--- config.mk ---
export PLATFORM = sky130hd
export DESIGN_NAME = alu_op_sequencer
export DESIGN_NICKNAME = d
export VERILOG_FILES = /design/src/rtl/alu_op_sequencer.sv
export SDC_FILE = /design/constraint.sdc
export NUM_CORES = 1
export LEC_CHECK = 0
export CORE_MARGIN = 4
export CORE_UTILIZATION = 53
export DETAILED_ROUTE_END_ITERATION = 8
export GPL_TIMING_DRIVEN = 0
export PLACE_DENSITY = 0.83
export SLEW_MARGIN = 15
export SYNTH_ARGS = -nofsm -noshare
export SYNTH_HDL_FRONTEND = slang
export SYNTH_SLANG_ARGS = --single-unit
--- constraint.sdc ---
create_clock -name clk_i -period 3.9 [get_ports clk_i]
set_input_delay 0.78 -clock clk_i [delete_from_list [all_inputs] [get_ports clk_i]]
set_output_delay 0.78 -clock clk_i [all_outputs]
set_load 0.02 [all_outputs]
--- src/rtl/alu_op_sequencer.sv ---
// Command-side sequencer for the miniALU16: small register file, registered ALU operands,
// settle-window down-counter and a valid/ready response port.
module alu_op_sequencer #(
    parameter int WIDTH    = 16,
    parameter int NREGS    = 4,
    parameter int REG_AW   = 2,
    parameter int ALU_WAIT = 1
) (
    input  logic              clk_i,
    input  logic              rst_i,
    input  logic              cmd_valid_i,
    output logic              cmd_ready_o,
    input  logic [1:0]        cmd_op_i,
    input  logic [REG_AW-1:0] cmd_rd_i,
    input  logic [REG_AW-1:0] cmd_rs1_i,
    input  logic [REG_AW-1:0] cmd_rs2_i,
    input  logic              cmd_imm_en_i,
    input  logic [WIDTH-1:0]  cmd_imm_i,
    output logic [WIDTH-1:0]  alu_in1_o,
    output logic [WIDTH-1:0]  alu_in2_o,
    output logic [1:0]        alu_ctrl_o,
    input  logic [WIDTH-1:0]  alu_out_i,
    input  logic              alu_cout_i,
    output logic              rsp_valid_o,
    input  logic              rsp_ready_i,
    output logic [WIDTH-1:0]  rsp_data_o,
    output logic              rsp_cout_o
);

    // state   | meaning
    // IDLE    | cmd_ready high, waiting for a command
    // ISSUE   | operands held on the ALU for ALU_WAIT+1 cycles
    // RESP    | result presented until the consumer takes it
    typedef enum logic [1:0] {
        S_IDLE  = 2'd0,
        S_ISSUE = 2'd1,
        S_RESP  = 2'd2
    } state_t;

    localparam int CW = (ALU_WAIT > 0) ? $clog2(ALU_WAIT + 1) : 1;
    localparam logic [CW-1:0] CNT_INIT = CW'(ALU_WAIT);
    localparam logic [CW-1:0] CNT_ONE  = CW'(1);

    state_t            state_q;
    logic [CW-1:0]     wait_cnt_q;
    logic [REG_AW-1:0] rd_q;
    logic [WIDTH-1:0]  regs_q [NREGS];
    logic [WIDTH-1:0]  alu_in1_q;
    logic [WIDTH-1:0]  alu_in2_q;
    logic [1:0]        alu_ctrl_q;
    logic [WIDTH-1:0]  rsp_data_q;
    logic              rsp_cout_q;
    logic              rsp_valid_q;

    // Ready is gated by rst so nothing is offered while the block is held in reset.
    assign cmd_ready_o = (state_q == S_IDLE) && !rst_i;
    assign alu_in1_o   = alu_in1_q;
    assign alu_in2_o   = alu_in2_q;
    assign alu_ctrl_o  = alu_ctrl_q;
    assign rsp_valid_o = rsp_valid_q;
    assign rsp_data_o  = rsp_data_q;
    assign rsp_cout_o  = rsp_cout_q;

    always_ff @(posedge clk_i) begin
        if (rst_i) begin
            state_q     <= S_IDLE;
            wait_cnt_q  <= '0;
            rd_q        <= '0;
            alu_in1_q   <= '0;
            alu_in2_q   <= '0;
            alu_ctrl_q  <= '0;
            rsp_data_q  <= '0;
            rsp_cout_q  <= 1'b0;
            rsp_valid_q <= 1'b0;
            for (int i = 0; i < NREGS; i++) begin
                regs_q[i] <= '0;
            end
        end else begin
            case (state_q)
                S_IDLE: begin
                    if (cmd_valid_i) begin
                        rd_q <= cmd_rd_i;
                        if (cmd_imm_en_i) begin
                            regs_q[cmd_rd_i] <= cmd_imm_i;
                            rsp_data_q       <= cmd_imm_i;
                            rsp_cout_q       <= 1'b0;
                            rsp_valid_q      <= 1'b1;
                            state_q          <= S_RESP;
                        end else begin
                            // Sources sampled here, so rd==rs sees the pre-write value.
                            alu_in1_q  <= regs_q[cmd_rs1_i];
                            alu_in2_q  <= regs_q[cmd_rs2_i];
                            alu_ctrl_q <= cmd_op_i;
                            wait_cnt_q <= CNT_INIT;
                            state_q    <= S_ISSUE;
                        end
                    end
                end
                S_ISSUE: begin
                    if (wait_cnt_q == '0) begin
                        regs_q[rd_q] <= alu_out_i;
                        rsp_data_q   <= alu_out_i;
                        rsp_cout_q   <= alu_cout_i;
                        rsp_valid_q  <= 1'b1;
                        state_q      <= S_RESP;
                    end else begin
                        wait_cnt_q <= wait_cnt_q - CNT_ONE;
                    end
                end
                S_RESP: begin
                    if (rsp_ready_i) begin
                        rsp_valid_q <= 1'b0;
                        state_q     <= S_IDLE;
                    end
                end
                default: begin
                    rsp_valid_q <= 1'b0;
                    state_q     <= S_IDLE;
                end
            endcase
        end
    end

endmodule

==> impl_metrics.xml <==
<?xml version="1.0" encoding="UTF-8"?>
<metrics>
  <group name="clock_tree">
    <metric name="clockBufferDepth" unit="">2</metric>
    <metric name="cts_buffers" unit="">17</metric>
    <metric name="cts_max_level" unit="">4</metric>
    <metric name="post_cts.resized_instances" unit="">0</metric>
    <metric name="cts-root-buf" unit="">sky130_fd_sc_hd__clkbuf_8</metric>
    <metric name="cts_tree" unit="">built</metric>
    <metric name="clkSlewWorstSetupHoldPaths" unit="ns">0.06</metric>
    <metric name="cts.sink_count" unit="">121</metric>
    <metric name="clkLatencyLatePin" unit="ns">0.51</metric>
    <metric name="cts_hold_repair.buffers" unit="">0</metric>
    <metric name="buffers_inserted_by_post_cts_timing_repair" unit="">0</metric>
  </group>
  <group name="setup_path">
    <metric name="cp-start-kind" unit="">input pin</metric>
    <metric name="top_cell_family_by_delay_on_the_critical_path" unit="">buffers and inverters</metric>
    <metric name="critical_path.endpoint_type" unit="">primary output</metric>
    <metric name="cp_cell_sequence" unit="">clkdlybuf4s50_1 -&gt; buf_2 -&gt; clkbuf_1 -&gt; nor2_1 -&gt; clkdlybuf4s50_1</metric>
    <metric name="cp_bufs_invs" unit="">4</metric>
    <metric name="path_class" unit="">input pin to primary output</metric>
    <metric name="cp.required" unit="ns">3.12</metric>
    <metric name="critical_path.max_stage_delay" unit="ns">0.58</metric>
    <metric name="timing.critical_path.mode_cell" unit="">sky130_fd_sc_hd__clkdlybuf4s50_1</metric>
    <metric name="cp_max_fanout" unit="">10</metric>
    <metric name="worst_ep_arrival_time" unit="ns">2.79</metric>
    <metric name="cpMaxStageDelayCell" unit="">sky130_fd_sc_hd__clkdlybuf4s50_1</metric>
  </group>
  <group name="power_and_ir_drop">
    <metric name="power-per-cell-area" unit="mW/mm²">488.3</metric>
    <metric name="worst_ir_drop_vdd" unit="mV">0.3192</metric>
    <metric name="leakagePower" unit="nW">2.591</metric>
  </group>
  <group name="sta">
    <metric name="fmax" unit="MHz">280.1</metric>
    <metric name="max_slew_margin" unit="">0.4473</metric>
    <metric name="final.period_utilization" unit="">0.9153</metric>
    <metric name="timing.final.setup_violations" unit="">0</metric>
    <metric name="worstMarginPinSlew" unit="ns">0.8290</metric>
    <metric name="finalWorstPathRequiredPeriod" unit="ns">3.570</metric>
    <metric name="skew" unit="ns">0.01071</metric>
    <metric name="grt_setup_unrepaired" unit="">no</metric>
    <metric name="finalHoldViolCount" unit="">0</metric>
    <metric name="maxSlewViolCount" unit="">0</metric>
    <metric name="total_negative_slack" unit="ns">0</metric>
  </group>
  <group name="final_layout">
    <metric name="fraction_of_layout_cells_with_a_size_suffix_above_1" unit="">0.1525</metric>
    <metric name="syn_to_final_growth" unit="%">29.89</metric>
    <metric name="layout.cells.most_common_list" unit="">106 x sky130_fd_sc_hd__nand2_1, 94 x sky130_fd_sc_hd__clkdlybuf4s50_1, 65 x sky130_fd_sc_hd__nor2_1</metric>
    <metric name="mostFrequentLayoutCell" unit="">sky130_fd_sc_hd__nand2_1</metric>
    <metric name="post-route-util" unit="">0.7089</metric>
    <metric name="fin_cells" unit="">772</metric>
    <metric name="antennaDiodeCount" unit="">0</metric>
    <metric name="fin_nets" unit="">669</metric>
  </group>
  <group name="outcome">
    <metric name="run_status" unit="">completed</metric>
  </group>
  <group name="global_routing">
    <metric name="grt_max_degree" unit="">17</metric>
    <metric name="global_route.overflow_total" unit="">0</metric>
    <metric name="grtUsageTotal" unit="">0.2489</metric>
    <metric name="grt_first_pass_wirelength" unit="mm">24.43</metric>
    <metric name="first_global_vias" unit="">4762</metric>
    <metric name="antenna_found_initial" unit="">0</metric>
  </group>
  <group name="synth">
    <metric name="dominant_cells_by_area_after_synthesis" unit="">sky130_fd_sc_hd__edfxtp_1 34%, sky130_fd_sc_hd__dfxtp_1 20%, sky130_fd_sc_hd__mux4_2 13%</metric>
    <metric name="synth_seq_cells" unit="">121</metric>
    <metric name="post-synth-top-area-cell" unit="">sky130_fd_sc_hd__edfxtp_1</metric>
    <metric name="synthCells" unit="">510</metric>
    <metric name="yosys.cell_types.count" unit="">34</metric>
    <metric name="postSynth.topFlopCell" unit="">sky130_fd_sc_hd__edfxtp_1</metric>
    <metric name="syn_avg_cell_area" unit="µm²">11.05</metric>
    <metric name="postSynthNetCount" unit="">556</metric>
    <metric name="synth_area" unit="mm²">0.005634</metric>
    <metric name="synth_warnings" unit="">0</metric>
    <metric name="synth-edff-count" unit="">64</metric>
    <metric name="synth_top_cell_area_share" unit="">0.3411</metric>
    <metric name="async_reset_ff_frac" unit="">0</metric>
    <metric name="share_of_synthesized_area_occupied_by_flip_flops_and_latches" unit="">0.5436</metric>
  </group>
  <group name="floorplan">
    <metric name="core_region_area" unit="mm²">0.01032</metric>
    <metric name="die_width" unit="µm">111.1</metric>
    <metric name="starting_density_of_the_core" unit="">0.5458</metric>
    <metric name="die_h" unit="µm">111.1</metric>
    <metric name="top_level_ports" unit="">99</metric>
    <metric name="placementRows" unit="">37</metric>
    <metric name="die-area" unit="mm²">0.01234</metric>
  </group>
  <group name="hold_path">
    <metric name="hold_path_class" unit="">flip-flop to flip-flop</metric>
  </group>
  <group name="placed_design">
    <metric name="detailedPlacementHpwl" unit="mm">10.86</metric>
    <metric name="finalWeightedCongestion" unit="">0.8464</metric>
    <metric name="buffer_ports.inserted" unit="">94</metric>
    <metric name="placed_cells" unit="">740</metric>
  </group>
  <group name="routing">
    <metric name="drt-total-wl" unit="mm">14.66</metric>
    <metric name="drc_errors" unit="">0</metric>
    <metric name="vias_per_cell" unit="">5.797</metric>
    <metric name="dr.pass1.iters" unit="">5</metric>
    <metric name="via_count_of_the_routed_design" unit="">4475</metric>
    <metric name="drt-wirelength-per-cell" unit="µm">18.99</metric>
    <metric name="drtIter0Drc" unit="">429</metric>
    <metric name="antenna_left" unit="">0</metric>
  </group>
  <group name="flow_run">
    <metric name="max-cap-violations" unit="">0</metric>
  </group>
</metrics>
## cell type report
type                    count  area [µm²]
plain buffers              40       196.4
multi-input cells         332        2315
flip-flops and latches    121        3063
well taps                 136       170.2
fillers                   692        3005
clock inverters            15       155.1
inverters                  17       63.81
clock buffers              17       414.1
repair buffers             94       940.9
## synthesized netlist by cell type, drive strengths merged (3+ instances only)
library cell and count:
a21oi 41, dfxtp 57, mux4 32, nand2b 6, edfxtp 64, clkbuf 24, or2 3, buf 16
inv 17, nor2 75, nand2 106, nand3 3, nor3 3, a22oi 31, a311oi 16
## path summary, 6_finish.rpt
kind                 from            to  slack (ns)  cells after the start
max                 rst_i   cmd_ready_o        0.33                      5
min          alu_in2_o[5]  alu_in2_o[5]        0.46                      2
max reg2reg    state_q[0]  regs_q[0][0]        1.04                      6
min reg2reg  alu_in2_o[5]  alu_in2_o[5]        0.46                      2
## cell families (layout without fill, tap and decap cells)
group | after synthesis | in the layout | synth area share
simple gates | 204 | 204 | 0.1652
flops | 121 | 121 | 0.5436
compound gates | 96 | 96 | 0.1170
buf+inv | 57 | 183 | 0.04619
mux | 32 | 32 | 0.1279
## state kept, by name, indices dropped and copies added, names as in the netlist
signal / cells
regs_q: 64
alu_in2_o: 16
rsp_cout_o: 1
wait_cnt_q: 1
state_q: 2
alu_in1_o: 16
alu_ctrl_o: 2
rd_q: 2
rsp_valid_o: 1
rsp_data_o: 16
## metal layers
layer / up-vias / GRT usage / wire length [µm]
met1: 2141 / 0.3097 / 5880
met2: 247 / 0.4155 / 7458
met5: - / 0 / 0
met4: 0 / 0.09732 / 216
met3: 22 / 0.06714 / 1103
li1: 2065 / - / -
## power by group
group	internal (mW)	switching (mW)	leakage, nW
combinational	0.254	0.314	1.19
clock	0.906	0.579	0.265
sequential	1.46	0.0639	1.13
## worst register-to-register path: stages, from the launching register on
cell                       delay (ns)
sky130_fd_sc_hd__dfxtp_1         0.39
sky130_fd_sc_hd__or2_0           0.24
sky130_fd_sc_hd__buf_2           0.17
sky130_fd_sc_hd__nor2_1          0.46
sky130_fd_sc_hd__clkbuf_1        0.41
sky130_fd_sc_hd__nor2_1          0.13
sky130_fd_sc_hd__o21bai_2        0.67
## stage by stage
| step | hold slack [ns] | area [µm²] | total power, mW | worst slack (ns) |
|---|---|---|---|---|
| 2_1_floorplan | 0.4362 | 5634 | 1.866 | 0.8991 |
| 3_3_place_gp | 0.4429 | 6745 | 2.074 | -0.07044 |
| 3_5_place_dp | 0.4497 | 6749 | 2.103 | 0.2425 |
| 4_1_cts | 0.4577 | 7318 | 3.585 | 0.3732 |
| 5_1_grt | 0.4696 | 7318 | 3.722 | 0.2968 |
| 6_report | 0.4552 | 7318 | 3.574 | 0.3302 |
No activity file was read; power rests on OpenSTA's default activity.
